--- config.mk ---
export PLATFORM = sky130hd
export DESIGN_NAME = wb_arbiter_flat
export DESIGN_NICKNAME = d
export VERILOG_FILES = /design/src/rtl/wb_arbiter_if.sv /design/src/rtl/wb_arbiter.sv /design/src/flat_wrapper.sv
export SDC_FILE = /design/constraint.sdc
export NUM_CORES = 1
export LEC_CHECK = 0
export CAP_MARGIN = 25
export CORE_UTILIZATION = 45
export DETAILED_ROUTE_END_ITERATION = 10
export GPL_TIMING_DRIVEN = 0
export PLACE_DENSITY_LB_ADDON = 0.1
export REMOVE_ABC_BUFFERS = 1
export SETUP_SLACK_MARGIN = 0.1
export SLEW_MARGIN = 40
export SYNTH_ARGS = -nofsm -noshare
export SYNTH_HDL_FRONTEND = slang
export SYNTH_SLANG_ARGS = --single-unit
--- constraint.sdc ---
create_clock -name clk -period 2.3 [get_ports clk]
set_input_delay 0.69 -clock clk [delete_from_list [all_inputs] [get_ports clk]]
set_output_delay 0.69 -clock clk [all_outputs]
set_load 0.05 [all_outputs]
--- src/rtl/wb_arbiter_if.sv ---
// Bus bundle between the writeback arbiter and its neighbours: pipeline and
// long-latency result inputs, decode issue tracking, and the register-file write port.
interface wb_arbiter_if;
  logic        pipe_valid;
  logic [4:0]  pipe_rd;
  logic [31:0] pipe_data;
  logic        ll_valid;
  logic        ll_ready;
  logic [4:0]  ll_rd;
  logic [31:0] ll_data;
  logic        issue_valid;
  logic [4:0]  issue_rd;
  logic [31:0] busy;
  logic        stall_req;
  logic        wb_write_enable;
  logic [4:0]  wb_write_index;
  logic [31:0] wb_write_data;

  modport master (
    output pipe_valid, pipe_rd, pipe_data,
    output ll_valid, ll_rd, ll_data,
    output issue_valid, issue_rd,
    input  ll_ready, busy, stall_req,
    input  wb_write_enable, wb_write_index, wb_write_data
  );

  modport slave (
    input  pipe_valid, pipe_rd, pipe_data,
    input  ll_valid, ll_rd, ll_data,
    input  issue_valid, issue_rd,
    output ll_ready, busy, stall_req,
    output wb_write_enable, wb_write_index, wb_write_data
  );
endinterface

--- src/rtl/wb_arbiter.sv ---
// Writeback arbiter: pipeline results take priority, long-latency results queue in a
// FIFO, and a scoreboard tracks destinations with long-latency writes still pending.
module wb_arbiter #(
  parameter int DEPTH        = 4,
  parameter int STARVE_LIMIT = 8
) (
  input logic         clk,
  input logic         reset,
  wb_arbiter_if.slave bus
);
  localparam int PW = $clog2(DEPTH);
  localparam int CW = PW + 1;
  localparam int SW = $clog2(STARVE_LIMIT + 1);
  localparam logic [CW-1:0] FULL_COUNT = CW'(DEPTH);
  localparam logic [SW-1:0] STARVE_MAX = SW'(STARVE_LIMIT);

  logic [4:0]    rdMem   [DEPTH];
  logic [31:0]   dataMem [DEPTH];
  logic [PW-1:0] headPtr;
  logic [PW-1:0] tailPtr;
  logic [CW-1:0] count;
  logic [SW-1:0] starveCount;
  logic [31:0]   busyReg;
  logic          stallReg;
  logic          wbEnable;
  logic [4:0]    wbIndex;
  logic [31:0]   wbData;

  logic          fifoEmpty;
  logic          fifoFull;
  logic          push;
  logic          pop;
  logic [4:0]    headRd;
  logic [31:0]   headData;
  logic [SW-1:0] starveNext;
  logic [31:0]   busyNext;

  assign fifoEmpty = (count == '0);
  assign fifoFull  = (count == FULL_COUNT);
  assign push      = bus.ll_valid && !fifoFull;
  assign pop       = !bus.pipe_valid && !fifoEmpty;
  assign headRd    = rdMem[headPtr];
  assign headData  = dataMem[headPtr];

  assign bus.ll_ready        = !fifoFull;
  assign bus.busy            = busyReg;
  assign bus.stall_req       = stallReg;
  assign bus.wb_write_enable = wbEnable;
  assign bus.wb_write_index  = wbIndex;
  assign bus.wb_write_data   = wbData;

  // The counter only runs while a queued result is being held off by the pipe;
  // it saturates so stall_req stays asserted for as long as the blockage lasts.
  always_comb begin
    starveNext = '0;
    if (bus.pipe_valid && !fifoEmpty)
      starveNext = (starveCount >= STARVE_MAX) ? starveCount : starveCount + SW'(1);
  end

  // Set is applied after clear so a same-cycle issue to the popped index wins.
  always_comb begin
    busyNext = busyReg;
    if (pop)
      busyNext[headRd] = 1'b0;
    if (bus.issue_valid && (bus.issue_rd != 5'd0))
      busyNext[bus.issue_rd] = 1'b1;
    busyNext[0] = 1'b0;
  end

  always_ff @(posedge clk) begin
    if (push) begin
      rdMem[tailPtr]   <= bus.ll_rd;
      dataMem[tailPtr] <= bus.ll_data;
    end
  end

  always_ff @(posedge clk) begin
    if (reset) begin
      headPtr     <= '0;
      tailPtr     <= '0;
      count       <= '0;
      starveCount <= '0;
      stallReg    <= 1'b0;
      busyReg     <= '0;
      wbEnable    <= 1'b0;
      wbIndex     <= '0;
      wbData      <= '0;
    end else begin
      if (push)
        tailPtr <= tailPtr + PW'(1);
      if (pop)
        headPtr <= headPtr + PW'(1);
      case ({push, pop})
        2'b10:   count <= count + CW'(1);
        2'b01:   count <= count - CW'(1);
        default: count <= count;
      endcase

      starveCount <= starveNext;
      stallReg    <= (starveNext >= STARVE_MAX);
      busyReg     <= busyNext;

      if (bus.pipe_valid) begin
        wbEnable <= (bus.pipe_rd != 5'd0);
        wbIndex  <= bus.pipe_rd;
        wbData   <= bus.pipe_data;
      end else if (pop) begin
        wbEnable <= (headRd != 5'd0);
        wbIndex  <= headRd;
        wbData   <= headData;
      end else begin
        wbEnable <= 1'b0;
      end
    end
  end
endmodule

--- src/flat_wrapper.sv ---
// flat-port wrapper written by rule: the top's interface ports become plain ports
module wb_arbiter_flat 
#(
  parameter int DEPTH        = 4,
  parameter int STARVE_LIMIT = 8
)
  (clk, reset, bus_pipe_valid, bus_pipe_rd, bus_pipe_data, bus_ll_valid, bus_ll_rd, bus_ll_data, bus_issue_valid, bus_issue_rd, bus_ll_ready, bus_busy, bus_stall_req, bus_wb_write_enable, bus_wb_write_index, bus_wb_write_data);
  wb_arbiter_if bus_i ();
  input logic clk;
  input logic reset;
  input wire logic [$bits(bus_i.pipe_valid)-1:0] bus_pipe_valid;
  input wire logic [$bits(bus_i.pipe_rd)-1:0] bus_pipe_rd;
  input wire logic [$bits(bus_i.pipe_data)-1:0] bus_pipe_data;
  input wire logic [$bits(bus_i.ll_valid)-1:0] bus_ll_valid;
  input wire logic [$bits(bus_i.ll_rd)-1:0] bus_ll_rd;
  input wire logic [$bits(bus_i.ll_data)-1:0] bus_ll_data;
  input wire logic [$bits(bus_i.issue_valid)-1:0] bus_issue_valid;
  input wire logic [$bits(bus_i.issue_rd)-1:0] bus_issue_rd;
  output wire logic [$bits(bus_i.ll_ready)-1:0] bus_ll_ready;
  output wire logic [$bits(bus_i.busy)-1:0] bus_busy;
  output wire logic [$bits(bus_i.stall_req)-1:0] bus_stall_req;
  output wire logic [$bits(bus_i.wb_write_enable)-1:0] bus_wb_write_enable;
  output wire logic [$bits(bus_i.wb_write_index)-1:0] bus_wb_write_index;
  output wire logic [$bits(bus_i.wb_write_data)-1:0] bus_wb_write_data;
  assign bus_i.pipe_valid = bus_pipe_valid;
  assign bus_i.pipe_rd = bus_pipe_rd;
  assign bus_i.pipe_data = bus_pipe_data;
  assign bus_i.ll_valid = bus_ll_valid;
  assign bus_i.ll_rd = bus_ll_rd;
  assign bus_i.ll_data = bus_ll_data;
  assign bus_i.issue_valid = bus_issue_valid;
  assign bus_i.issue_rd = bus_issue_rd;
  assign bus_ll_ready = bus_i.ll_ready;
  assign bus_busy = bus_i.busy;
  assign bus_stall_req = bus_i.stall_req;
  assign bus_wb_write_enable = bus_i.wb_write_enable;
  assign bus_wb_write_index = bus_i.wb_write_index;
  assign bus_wb_write_data = bus_i.wb_write_data;
  wb_arbiter #(.DEPTH(DEPTH), .STARVE_LIMIT(STARVE_LIMIT)) u_core (.clk(clk), .reset(reset), .bus(bus_i));
endmodule
==> qor.yml, run 1 <==
fin_skew_ps: 11.4
wl_mm: 20.6
place.gp.congestion: 0.905
ios: 156
antenna_found_initial: 0
worstPathArrival_ps: 2650
final-seq-area_mm2: 0.00612
fillCellCount: 1578
grt_pass1_wl_mm: 31.7
fmax_ghz: 0.451
p_leak_nw: 4.30
period_share_pct: 96.3
cts_made_buffers: 24
fin_cells: 1087
io_buffer_count: 154
slew_viol_final: 0
htree_levels: 1
wl_per_cell_um: 18.9
hold_class: "reg -> reg"
firstDrtPassIters: 5
rsz0062_at_grt: "yes"
cp-end-kind: "flip-flop"
drt-initial-drc-count: 351
coreArea_mm2: 0.0194
critPathMaxFanout: 5
worst_slew_pin_slew_ps: 745
crit_required_ps: 2730
yosys_most_used_dff: "edfxtp_1"
clk_latency_ps: 510
syn_area_mm2: 0.00890
synth_top_area_share_pct: 50.0
status: "finished, final reports clean"
dpl.cell_count: 1031
crit_buf_inv: 2
maxSlewHeadroom_pct: 50.2
grt_max_degree: 58
dp_hpwl_mm: 13.6
cts-root-buf: "clkbuf_16"
final.min_clock_period_ps: 2220
synth_edf_count: 148
postSynthAreaPerCell_um2: 13.9
initial_utilization_pct: 45.9
power_density_mw_per_mm2: 1060
synthMostInstantiatedCell: "edfxtp_1"
peakVddDrop_v: 0.000641
synth_commonest_cells: "148 x edfxtp_1, 83 x dfxtp_1, 72 x a21oi_1, 72 x nand2_1, 45 x inv_1"
multi_input_area_mm2: 0.00255
syn-instance-count: 639
die_w_um: 143
holdBufCountCts: 0
path_cells: "or3b_4 -> and2_4 -> inv_4 -> ha_4 -> inv_2 -> fa_2 -> xor2_2 -> or3_1 -> a21oi_2"
synth_warnings: 0
async_flop_share_pct: 0
ys_top_cells_by_area: "edfxtp_1 50%, dfxtp_1 19%, mux4_2 9.4%"
ant_nets: 0
yosys_register_bits: 231
yosysSeqAreaShare_pct: 68.6
drive_gt1_share_pct: 15.0
cts_num_sinks: 231
maxCapViolations: 0
final_area_mm2: 0.0117
viasPerCell: 5.38
syn_to_final_growth_pct: 31.5
vias: 5853
grt.overflow.total: 0
cts_tree: "yes"
drc_errors: 0
gr-usage-all-layers_pct: 20.4
cts.clk_slew.worst_paths_ps: 60
die_h_um: 143
dieArea_mm2: 0.0203
dpl-instance-area_mm2: 0.0108
crit_path_start_kind: "flip-flop"
cts.path.max_buffers: 3
setup_viol: 0
diodes: 0
grt_pass1_vias: 5957
slowest_stage: "or3b_4"
setup_tns_ps: 0
core.rowCount: 51
synth_top_area_cell: "edfxtp_1"
max_stage_delay_ps: 420
synth_cell_types: 38
hold_viol_final: 0
criticalPathCategory: "reg -> reg"
fin_nets: 896
cp_top_family: "simple AND/OR/NAND/NOR gates"
placed cells by master (no fill, tap or decap), types with 5 or more instances in the layout:
master and count:
mux4_2 37, o21ai_0 16, inv_1 43, nand2_1 72
buf_12 9, a221oi_1 37, buf_4 14, ha_1 6
clkinv_2 5, o21ai_1 17, nor2_1 19, dfxtp_1 78
clkbuf_1 6, a21oi_1 71, dlygate4sd2_1 70, edfxtp_1 148
clkbuf_16 25, clkdlybuf4s50_1 81
state kept, by name, indices dropped and copies added, names as in the netlist, named ones only:
signal                      cells
u_core.starveCount              4
u_core.bus.busy                31
u_core.rdMem                   20
u_core.bus.wb_write_index       5
u_core.dataMem                128
u_core.bus.stall_req            1
u_core.count                    3
u_core.bus.wb_write_enable      1
u_core.tailPtr                  2
u_core.bus.wb_write_data       32
u_core.headPtr                  2
cell families (layout without fill, tap and decap cells):
family	after synthesis	after routing	share of synthesized area, %
simple gates	125	125	6.45
fa+ha+maj	8	8	1.21
other cells	1	1	0.0421
buf+inv	85	267	3.80
xor+xnor	7	7	0.689
flops	231	231	68.6
mux	38	39	9.48
compound gates	144	144	9.70
final timing paths:
kind,startpoint,endpoint,slack [ps],depth (start not counted)
max,u_core.count[1]$_SDFFE_PP0P_,u_core.count[2]$_SDFFE_PP0P_,80,9
min,u_core.bus.busy[22]$_SDFF_PP0_,u_core.bus.busy[22]$_SDFF_PP0_,480,2
min reg2reg,u_core.bus.busy[22]$_SDFF_PP0_,u_core.bus.busy[22]$_SDFF_PP0_,480,2
max reg2reg,u_core.count[1]$_SDFFE_PP0P_,u_core.count[2]$_SDFFE_PP0P_,80,9
per-layer routing:
metal / global-route usage, % / up-vias / part of all wire, %
met5: 0 / - / 0
met4: 6.51 / 0 / 2.0
met3: 3.59 / 29 / 5.4
met2: 36.3 / 163 / 51
met1: 25.2 / 2938 / 41
li1: - / 2723 / -
what timing repair did:
action | in CTS | in global routing
cloned | 0 | 1
gates resized for setup | 84 | 9
pin swaps | 2 | 0
setup buffers | 8 | 3
setup endpoints to repair | 101 | 6
cell type report:
class	instances	area share, %
flip-flops and latches	231	52.3
repair buffers	178	15.0
multi-input cells	324	21.8
well taps	265	2.83
clock buffers	35	6.01
inverters	45	1.47
clock inverters	9	0.599
tightest hold or removal path: stages, from the launching register on:
cell	delay [ps]
dfxtp_1	310
o21ai_1	60
a21oi_1	60
through the flow:
stage               power [mW]  util, %  hold slack, ps  worst slack (ps)
floorplan                 7.28        -             463             -1500
global placement          7.46     54.7             466             -3890
detailed placement        8.65     55.8             476              -605
CTS                       12.5     59.9             482             -20.7
global route              13.0     60.3             513              20.2
finish                    12.4     60.3             478              85.0
where the power goes:
group          total [mW]  switching (mW)  internal [mW]
clock                3.73            1.51           2.23
sequential           5.11           0.196           4.91
combinational        3.55            2.12           1.43
total                12.4            3.82           8.57
No activity file was read; power rests on OpenSTA's default activity.
==> inputs of run 2 (changes only) <==
Settings changed: HOLD_SLACK_MARGIN set to 0.03.
==> results of run 2 <==
Final layout, timing and power as in run 1 (identical DEF).
